<file path="src/rtl/quad_pkg.sv">
`default_nettype none
// ============================================================================
//  Module      : quad_pkg
//  Description : Shared types and helpers for the quad (1-of-4 NCL) receiver.
//                Holds the ingress and egress state encodings, the rail-index
//                width, and the one-hot check, multi-hot check and index
//                encoder used on synchronized quad samples.
//  Revision    : 1.0  initial release
// ============================================================================
package quad_pkg;

  localparam int RAIL_W = 2;

  typedef enum logic [0:0] {
    I_DATA = 1'b0,
    I_NULL = 1'b1
  } ing_state_t;

  typedef enum logic [1:0] {
    E_IDLE = 2'd0,
    E_REQ  = 2'd1,
    E_REL  = 2'd2
  } egr_state_t;

  // Exactly one rail high: a valid DATA wavefront.
  function automatic logic is_onehot(input logic [3:0] v);
    return (v != 4'd0) && ((v & (v - 4'd1)) == 4'd0);
  endfunction

  // More than one rail high: illegal on a 1-of-4 code.
  function automatic logic is_multihot(input logic [3:0] v);
    return (v & (v - 4'd1)) != 4'd0;
  endfunction

  // Rail index of a one-hot value.
  function automatic logic [RAIL_W-1:0] encode_rail(input logic [3:0] v);
    logic [RAIL_W-1:0] idx;
    idx = '0;
    case (v)
      4'b0010: idx = 2'd1;
      4'b0100: idx = 2'd2;
      4'b1000: idx = 2'd3;
      default: idx = 2'd0;
    endcase
    return idx;
  endfunction

endpackage
`default_nettype wire

</file>
<file path="src/rtl/quadtofree_fifo.sv">
`default_nettype none
// ============================================================================
//  Module      : quadtofree_fifo
//  Description : DEPTH x RAIL_W synchronous FIFO holding decoded rail indices.
//                Push and pop on the same edge are both honoured. The
//                occupancy is registered, so an entry written at one edge is
//                visible to the popper no earlier than the next edge.
//  Ports       : clk, rst (sync, active-high)
//                push, push_data   - write request and rail index
//                pop, pop_data     - read request and head entry
//                full, empty, level- status (level is registered)
//  Revision    : 1.0  initial release
// ============================================================================
module quadtofree_fifo
  import quad_pkg::*;
#(
  parameter int DEPTH = 4
) (
  input  logic                     clk,
  input  logic                     rst,
  input  logic                     push,
  input  logic [RAIL_W-1:0]        push_data,
  input  logic                     pop,
  output logic [RAIL_W-1:0]        pop_data,
  output logic                     full,
  output logic                     empty,
  output logic [$clog2(DEPTH):0]   level
);

  localparam int AW = $clog2(DEPTH);
  localparam logic [AW:0] FULL_LVL = (AW + 1)'(DEPTH);

  logic [RAIL_W-1:0] r_mem [DEPTH];
  logic [AW-1:0]     r_wptr;
  logic [AW-1:0]     r_rptr;
  logic [AW:0]       r_count;
  logic              w_do_push;
  logic              w_do_pop;

  assign full      = (r_count == FULL_LVL);
  assign empty     = (r_count == '0);
  assign w_do_push = push && !full;
  assign w_do_pop  = pop && !empty;
  assign pop_data  = r_mem[r_rptr];
  assign level     = r_count;

  // Storage needs no reset: contents are only read while count says valid.
  always_ff @(posedge clk) begin
    if (w_do_push) r_mem[r_wptr] <= push_data;
  end

  // DEPTH is a power of two, so natural pointer overflow is the wrap.
  always_ff @(posedge clk) begin
    if (rst) begin
      r_wptr  <= '0;
      r_rptr  <= '0;
      r_count <= '0;
    end else begin
      if (w_do_push) r_wptr <= r_wptr + 1'b1;
      if (w_do_pop)  r_rptr <= r_rptr + 1'b1;
      case ({w_do_push, w_do_pop})
        2'b10:   r_count <= r_count + 1'b1;
        2'b01:   r_count <= r_count - 1'b1;
        default: r_count <= r_count;
      endcase
    end
  end

endmodule
`default_nettype wire

</file>
<file path="src/rtl/quadtofree.sv">
`default_nettype none
// ============================================================================
//  Module      : quadtofree
//  Description : Clocked receiver for a 1-of-4 NCL quad stream. Accepts
//                DATA/NULL wavefronts on quad, acknowledges via quadCOMP,
//                buffers rail indices in a FIFO and replays each one as a
//                four-phase request on channel R0..R3.
//  Ports       : clk, init (sync, active-high reset)
//                quad[3:0]   - NCL datum in (async), all-zero = NULL
//                quadCOMP    - completion out: 0 asks DATA, 1 asks NULL
//                R0..R3      - per-channel request out
//                R0COMP..R3COMP - per-channel completion in (async)
//                err         - sticky multi-rail error
//                level       - FIFO occupancy
//  Revision    : 1.0  initial release
// ============================================================================
module quadtofree
  import quad_pkg::*;
#(
  parameter int DEPTH = 4,
  parameter int SYNC  = 2
) (
  input  logic                   clk,
  input  logic                   init,
  input  logic [3:0]             quad,
  output logic                   quadCOMP,
  output logic                   R0,
  output logic                   R1,
  output logic                   R2,
  output logic                   R3,
  input  logic                   R0COMP,
  input  logic                   R1COMP,
  input  logic                   R2COMP,
  input  logic                   R3COMP,
  output logic                   err,
  output logic [$clog2(DEPTH):0] level
);

  // ---------------- synchronizers ----------------
  logic [SYNC-1:0][3:0] r_quad_sync;
  logic [SYNC-1:0][3:0] r_comp_sync;
  logic [3:0]           r_quad_prev;
  logic [3:0]           w_quad_s;
  logic [3:0]           w_comp_s;
  logic                 w_stable;
  logic                 w_multi;

  always_ff @(posedge clk) begin
    if (init) begin
      r_quad_sync <= '0;
      r_comp_sync <= '0;
      r_quad_prev <= '0;
    end else begin
      r_quad_sync <= {r_quad_sync[SYNC-2:0], quad};
      r_comp_sync <= {r_comp_sync[SYNC-2:0], {R3COMP, R2COMP, R1COMP, R0COMP}};
      r_quad_prev <= w_quad_s;
    end
  end

  assign w_quad_s = r_quad_sync[SYNC-1];
  assign w_comp_s = r_comp_sync[SYNC-1];
  // Two equal consecutive synchronized samples filter rail skew.
  assign w_stable = (w_quad_s == r_quad_prev);
  assign w_multi  = is_multihot(w_quad_s);

  // ---------------- FIFO ----------------
  logic              w_push;
  logic              w_pop;
  logic [RAIL_W-1:0] w_head;
  logic              w_full;
  logic              w_empty;

  quadtofree_fifo #(
    .DEPTH(DEPTH)
  ) u_fifo (
    .clk       (clk),
    .rst       (init),
    .push      (w_push),
    .push_data (encode_rail(w_quad_s)),
    .pop       (w_pop),
    .pop_data  (w_head),
    .full      (w_full),
    .empty     (w_empty),
    .level     (level)
  );

  // ---------------- ingress FSM ----------------
  ing_state_t r_istate;
  ing_state_t w_inext;
  logic       r_quad_comp;
  logic       r_err;

  always_ff @(posedge clk) begin
    if (init) begin
      r_istate    <= I_DATA;
      r_quad_comp <= 1'b0;
      r_err       <= 1'b0;
    end else begin
      r_istate    <= w_inext;
      r_quad_comp <= (w_inext == I_NULL);
      r_err       <= r_err | w_multi;
    end
  end

  // A one-hot sample seen in I_NULL is the same DATA wavefront still held,
  // so only I_DATA may push.
  always_comb begin
    w_inext = r_istate;
    w_push  = 1'b0;
    if (!w_multi && w_stable) begin
      case (r_istate)
        I_DATA: begin
          if (is_onehot(w_quad_s) && !w_full) begin
            w_push  = 1'b1;
            w_inext = I_NULL;
          end
        end
        I_NULL: begin
          if (w_quad_s == 4'd0) w_inext = I_DATA;
        end
        default: w_inext = I_DATA;
      endcase
    end
  end

  assign quadCOMP = r_quad_comp;
  assign err      = r_err;

  // ---------------- egress FSM ----------------
  egr_state_t        r_estate;
  egr_state_t        w_enext;
  logic [RAIL_W-1:0] r_sel;
  logic [RAIL_W-1:0] w_sel_next;
  logic [3:0]        r_req;
  logic [3:0]        w_req_next;

  always_ff @(posedge clk) begin
    if (init) begin
      r_estate <= E_IDLE;
      r_sel    <= '0;
      r_req    <= '0;
    end else begin
      r_estate <= w_enext;
      r_sel    <= w_sel_next;
      r_req    <= w_req_next;
    end
  end

  // Only the selected channel's completion is observed.
  always_comb begin
    w_enext    = r_estate;
    w_pop      = 1'b0;
    w_sel_next = r_sel;
    w_req_next = r_req;
    case (r_estate)
      E_IDLE: begin
        if (!w_empty) begin
          w_pop      = 1'b1;
          w_sel_next = w_head;
          w_req_next = 4'b0001 << w_head;
          w_enext    = E_REQ;
        end
      end
      E_REQ: begin
        if (w_comp_s[r_sel]) begin
          w_req_next = '0;
          w_enext    = E_REL;
        end
      end
      E_REL: begin
        if (!w_comp_s[r_sel]) w_enext = E_IDLE;
      end
      default: begin
        w_req_next = '0;
        w_enext    = E_IDLE;
      end
    endcase
  end

  assign R0 = r_req[0];
  assign R1 = r_req[1];
  assign R2 = r_req[2];
  assign R3 = r_req[3];

endmodule
`default_nettype wire

</file>
<file path="config.mk">
export PLATFORM = sky130hd
export DESIGN_NAME = quadtofree
export DESIGN_NICKNAME = d
export VERILOG_FILES = /design/src/rtl/quad_pkg.sv /design/src/rtl/quadtofree_fifo.sv /design/src/rtl/quadtofree.sv
export SDC_FILE = /design/constraint.sdc
export NUM_CORES = 1
export LEC_CHECK = 0
export CAP_MARGIN = 20
export CORE_MARGIN = 1
export CORE_UTILIZATION = 35
export CTS_CLUSTER_DIAMETER = 200
export CTS_CLUSTER_SIZE = 40
export DETAILED_ROUTE_END_ITERATION = 7
export SLEW_MARGIN = 10
export SYNTH_ARGS = -nofsm -noshare
export SYNTH_HDL_FRONTEND = slang
export SYNTH_SLANG_ARGS = --single-unit
</file>
<file path="constraint.sdc">
create_clock -name clk -period 5.3 [get_ports clk]
set_clock_uncertainty 0.2 [all_clocks]
set_input_delay 0.53 -clock clk [delete_from_list [all_inputs] [get_ports clk]]
set_output_delay 0.53 -clock clk [all_outputs]
set_load 0.01 [all_outputs]
</file>
==> impl_results.md <==
* Start point of the critical path: w_quad_s[3]
* Maximum clock rate at 365 MHz
* CTS Root Cell: clkbuf_8
* Ant diodes at 0
* Worst-path clk slew at 0.07 ns
* Share of cells above drive strength 1 at 10.3%
* Yosys warnings at 0
* Nets at 200
* Placed Instance Area at 2100 sq um
* Mapped Area at 1900 sq um
* Area Growth Syn to Fin at 14.8%
* Via density at 4.59
* Delay-heaviest family, CP: simple AND/OR/NAND/NOR gates
* FF-to-FF Start: w_quad_s[3]
* Top-area cell type share of the netlist area at 41.2%
* CTS tree: built
* Area contributors post-synth: dfxtp_1 (41%), edfxtp_1 (13%), nor2b_1 (6.6%)
* # setup viols final at 0
* Buffers added on ports at 18
* Worst slack, placed at 2.57 ns
* Synthesized net count at 183
* DR DRC count at 0
* Max_slew headroom at 60.2%
* Setup_tns at 0 ns
* FP Rows at 26
* Worst-path fanout max at 8
* Top_reg_cell synth: dfxtp_1
* Die area at 5710 sq um
* Crit-path cells: a211oi_2 -> nor3_2 -> nor3_4 -> inv_2 -> ha_1 -> inv_1 -> fa_1 -> xor2_1 -> or3_1 -> a21oi_1
* FFs w/ async S/R, synth at 0%
* Vias at 1165
* Drt first-iter violations at 52
* Total Wirelength at 2.98 mm
* Post-synthesis cell type count at 34
* Initial antenna violation count at 0
* Crit path DAT at 2.75 ns
* Post-synthesis sequential area ratio at 53.9%
* WL/cell at 11.7 microns
* Seq cells post-synth at 47
* Crit Path Class: reg -> reg
* Avg Cell Area, Syn at 11.4 sq um
* Gr ovfl total at 0
* Clk buf depth at 2
* First-pass GRT wire length at 5.37 mm
* Post-synth EDFFs at 8
* Num ports at 19
* Max stage delay cell, worst path: dfxtp_1
* Critical Path Source Type: flop
* Final WS setup at 2.56 ns
* Gpl congestion at 0.759
* Final Hold Fails at 0
* Core area at 5170 sq um
* Leak at 0.768 nW
* Largest stage delay, worst path at 0.52 ns
* Post-CTS Resized at 0
* Critical path depth in cells at 10
* Number of global-route vias before repair at 1186
* Worst setup path end: u_fifo.level[2]
* Post-synth top area cell: dfxtp_1
* Reg2Reg Capture Point: u_fifo.level[2]
* VDD IR max at 0.175 mV
* Period minus WS final at 2.74 ns
* Hpwl dp at 2.23 mm
* Vert. Die Dim at 75.6 microns
* Number of setup buffers added after CTS at 0
* Fin. max-slew vios at 0
* Status: finished clean
* Worst Path Buf+Inv at 2
* Mapped Cells at 167
* GRT Total Usage at 12.6%
* Most common cell in the netlist: dfxtp_1
* Drt pass-1 iters at 4
* Tcrit/Tclk final at 51.6%
* CTS Buf Count at 5
* Worst-Skew Late Latency at 0.29 ns
* Chip Width at 75.6 microns
* Worst reg2reg path depth at 10
* Post-route cell area at 2180 sq um
* DRT antenna net count at 0
* Worst EP required at 5.32 ns
* Post-CTS Hold Buffers at 0
* Htree depth at 2
* Critical path endpoint category: flop
* Max_cap viols at 0
* Worst-Margin Slew at 0.595 ns
* Clk sinks at 47
* R2r setup slk at 2.56 ns
* RSZ-0062 raised after global routing: false
* Min Hold Slack at 0.242 ns
* Synth cell count leaders: dfxtp_1 (39), nor2b_1 (20), nor2_1 (15)
* Worst hold path type: reg -> reg
* Largest net degree at the start of global routing at 23
* P per Cell Area at 437 nW/um^2
* Initial core utilization at 36.6%
==> state kept, by name, summed over array words and instances (netlist names), 2 cells and up, named ones only <==
signal and cells:
u_fifo.r_wptr 2, r_quad_prev 4, r_quad_sync 4, u_fifo.level 3, u_fifo.r_rptr 2, w_quad_s 4
r_comp_sync 4, u_fifo.r_mem 8, w_comp_s 4, r_estate 2, r_sel 2, r_req 4
==> cells in the final DEF, fill, tap and decap left out, types with 2 or more instances in the layout <==
cell             synthesis  layout
or3_1                    2       2
nor2_1                  15      15
mux4_2                   3       3
dfxtp_1                 39      39
clkdlybuf4s50_1          0      18
xor2_1                   3       3
and2_1                   4       4
a32oi_1                  4       4
o31ai_1                  3       3
nand4_1                  2       2
nor2b_1                 20      20
inv_1                    9       9
ha_1                     5       5
or2_1                    2       2
clkbuf_1                 4       2
xnor2_1                  7       7
nor3b_1                  3       3
clkbuf_8                 0       5
a21oi_1                  7       7
nor3_1                   8       8
edfxtp_1                 8       8
==> metal layers <==
layer  vias to the layer above  wire [microns]  track usage, %
met5                         -               0               0
met4                         0              23            3.91
met3                         4              89            3.57
met2                        20            1390            21.5
met1                       549            1470            15.4
li1                        592               -               -
==> layout make-up <==
cell class                 count  area, sq um
timing repair buffer          19          188
clock buffer                   7         76.3
inverter                      10         37.5
fill                         495         3000
tap                           70         87.6
sequential                    47         1020
multi-input combinational    101          766
==> where the power goes <==
part	internal [mW]	total, mW	switching [mW]
registers	0.413	0.452	0.0394
clock network	0.0908	0.194	0.103
logic	0.144	0.304	0.160
total	0.647	0.950	0.303
==> worst min-delay path by stage <==
stage,from,end,slack [ns],depth (start not counted)
3_3_place_gp,r_quad_sync[0],w_quad_s[0],0.22,1
3_5_place_dp,r_quad_sync[3],w_quad_s[3],0.22,1
4_1_cts,r_quad_sync[3],w_quad_s[3],0.24,1
6_report,r_comp_sync[1],w_comp_s[1],0.24,1
2_1_floorplan,r_comp_sync[0],w_comp_s[0],0.21,1
5_1_grt,r_comp_sync[3],w_comp_s[3],0.26,1
==> per-stage QoR <==
stage | utilization (%) | instances | power [mW]
CTS | 42.1 | 254 | 0.963
global placement | 40.6 | 247 | 0.750
detailed placement | 40.6 | 247 | 0.768
floorplan | - | 167 | 0.685
finish | 42.1 | 254 | 0.950
global route | 42.1 | 254 | 1.02
==> logic make-up (layout without fill, tap and decap cells) <==
kind of cell / after synthesis / in the layout / share of synthesized area, %
multiplexers: 4 / 4 / 4.09
buffers and inverters: 19 / 36 / 5.74
AO/OA/AOI/OAI: 17 / 17 / 6.27
adder cells (fa/ha/maj): 6 / 6 / 4.36
XOR/XNOR: 11 / 11 / 5.48
AND/OR/NAND/NOR: 63 / 63 / 20.2
flip-flops: 47 / 47 / 53.9
(Power assumes the default switching activity.)
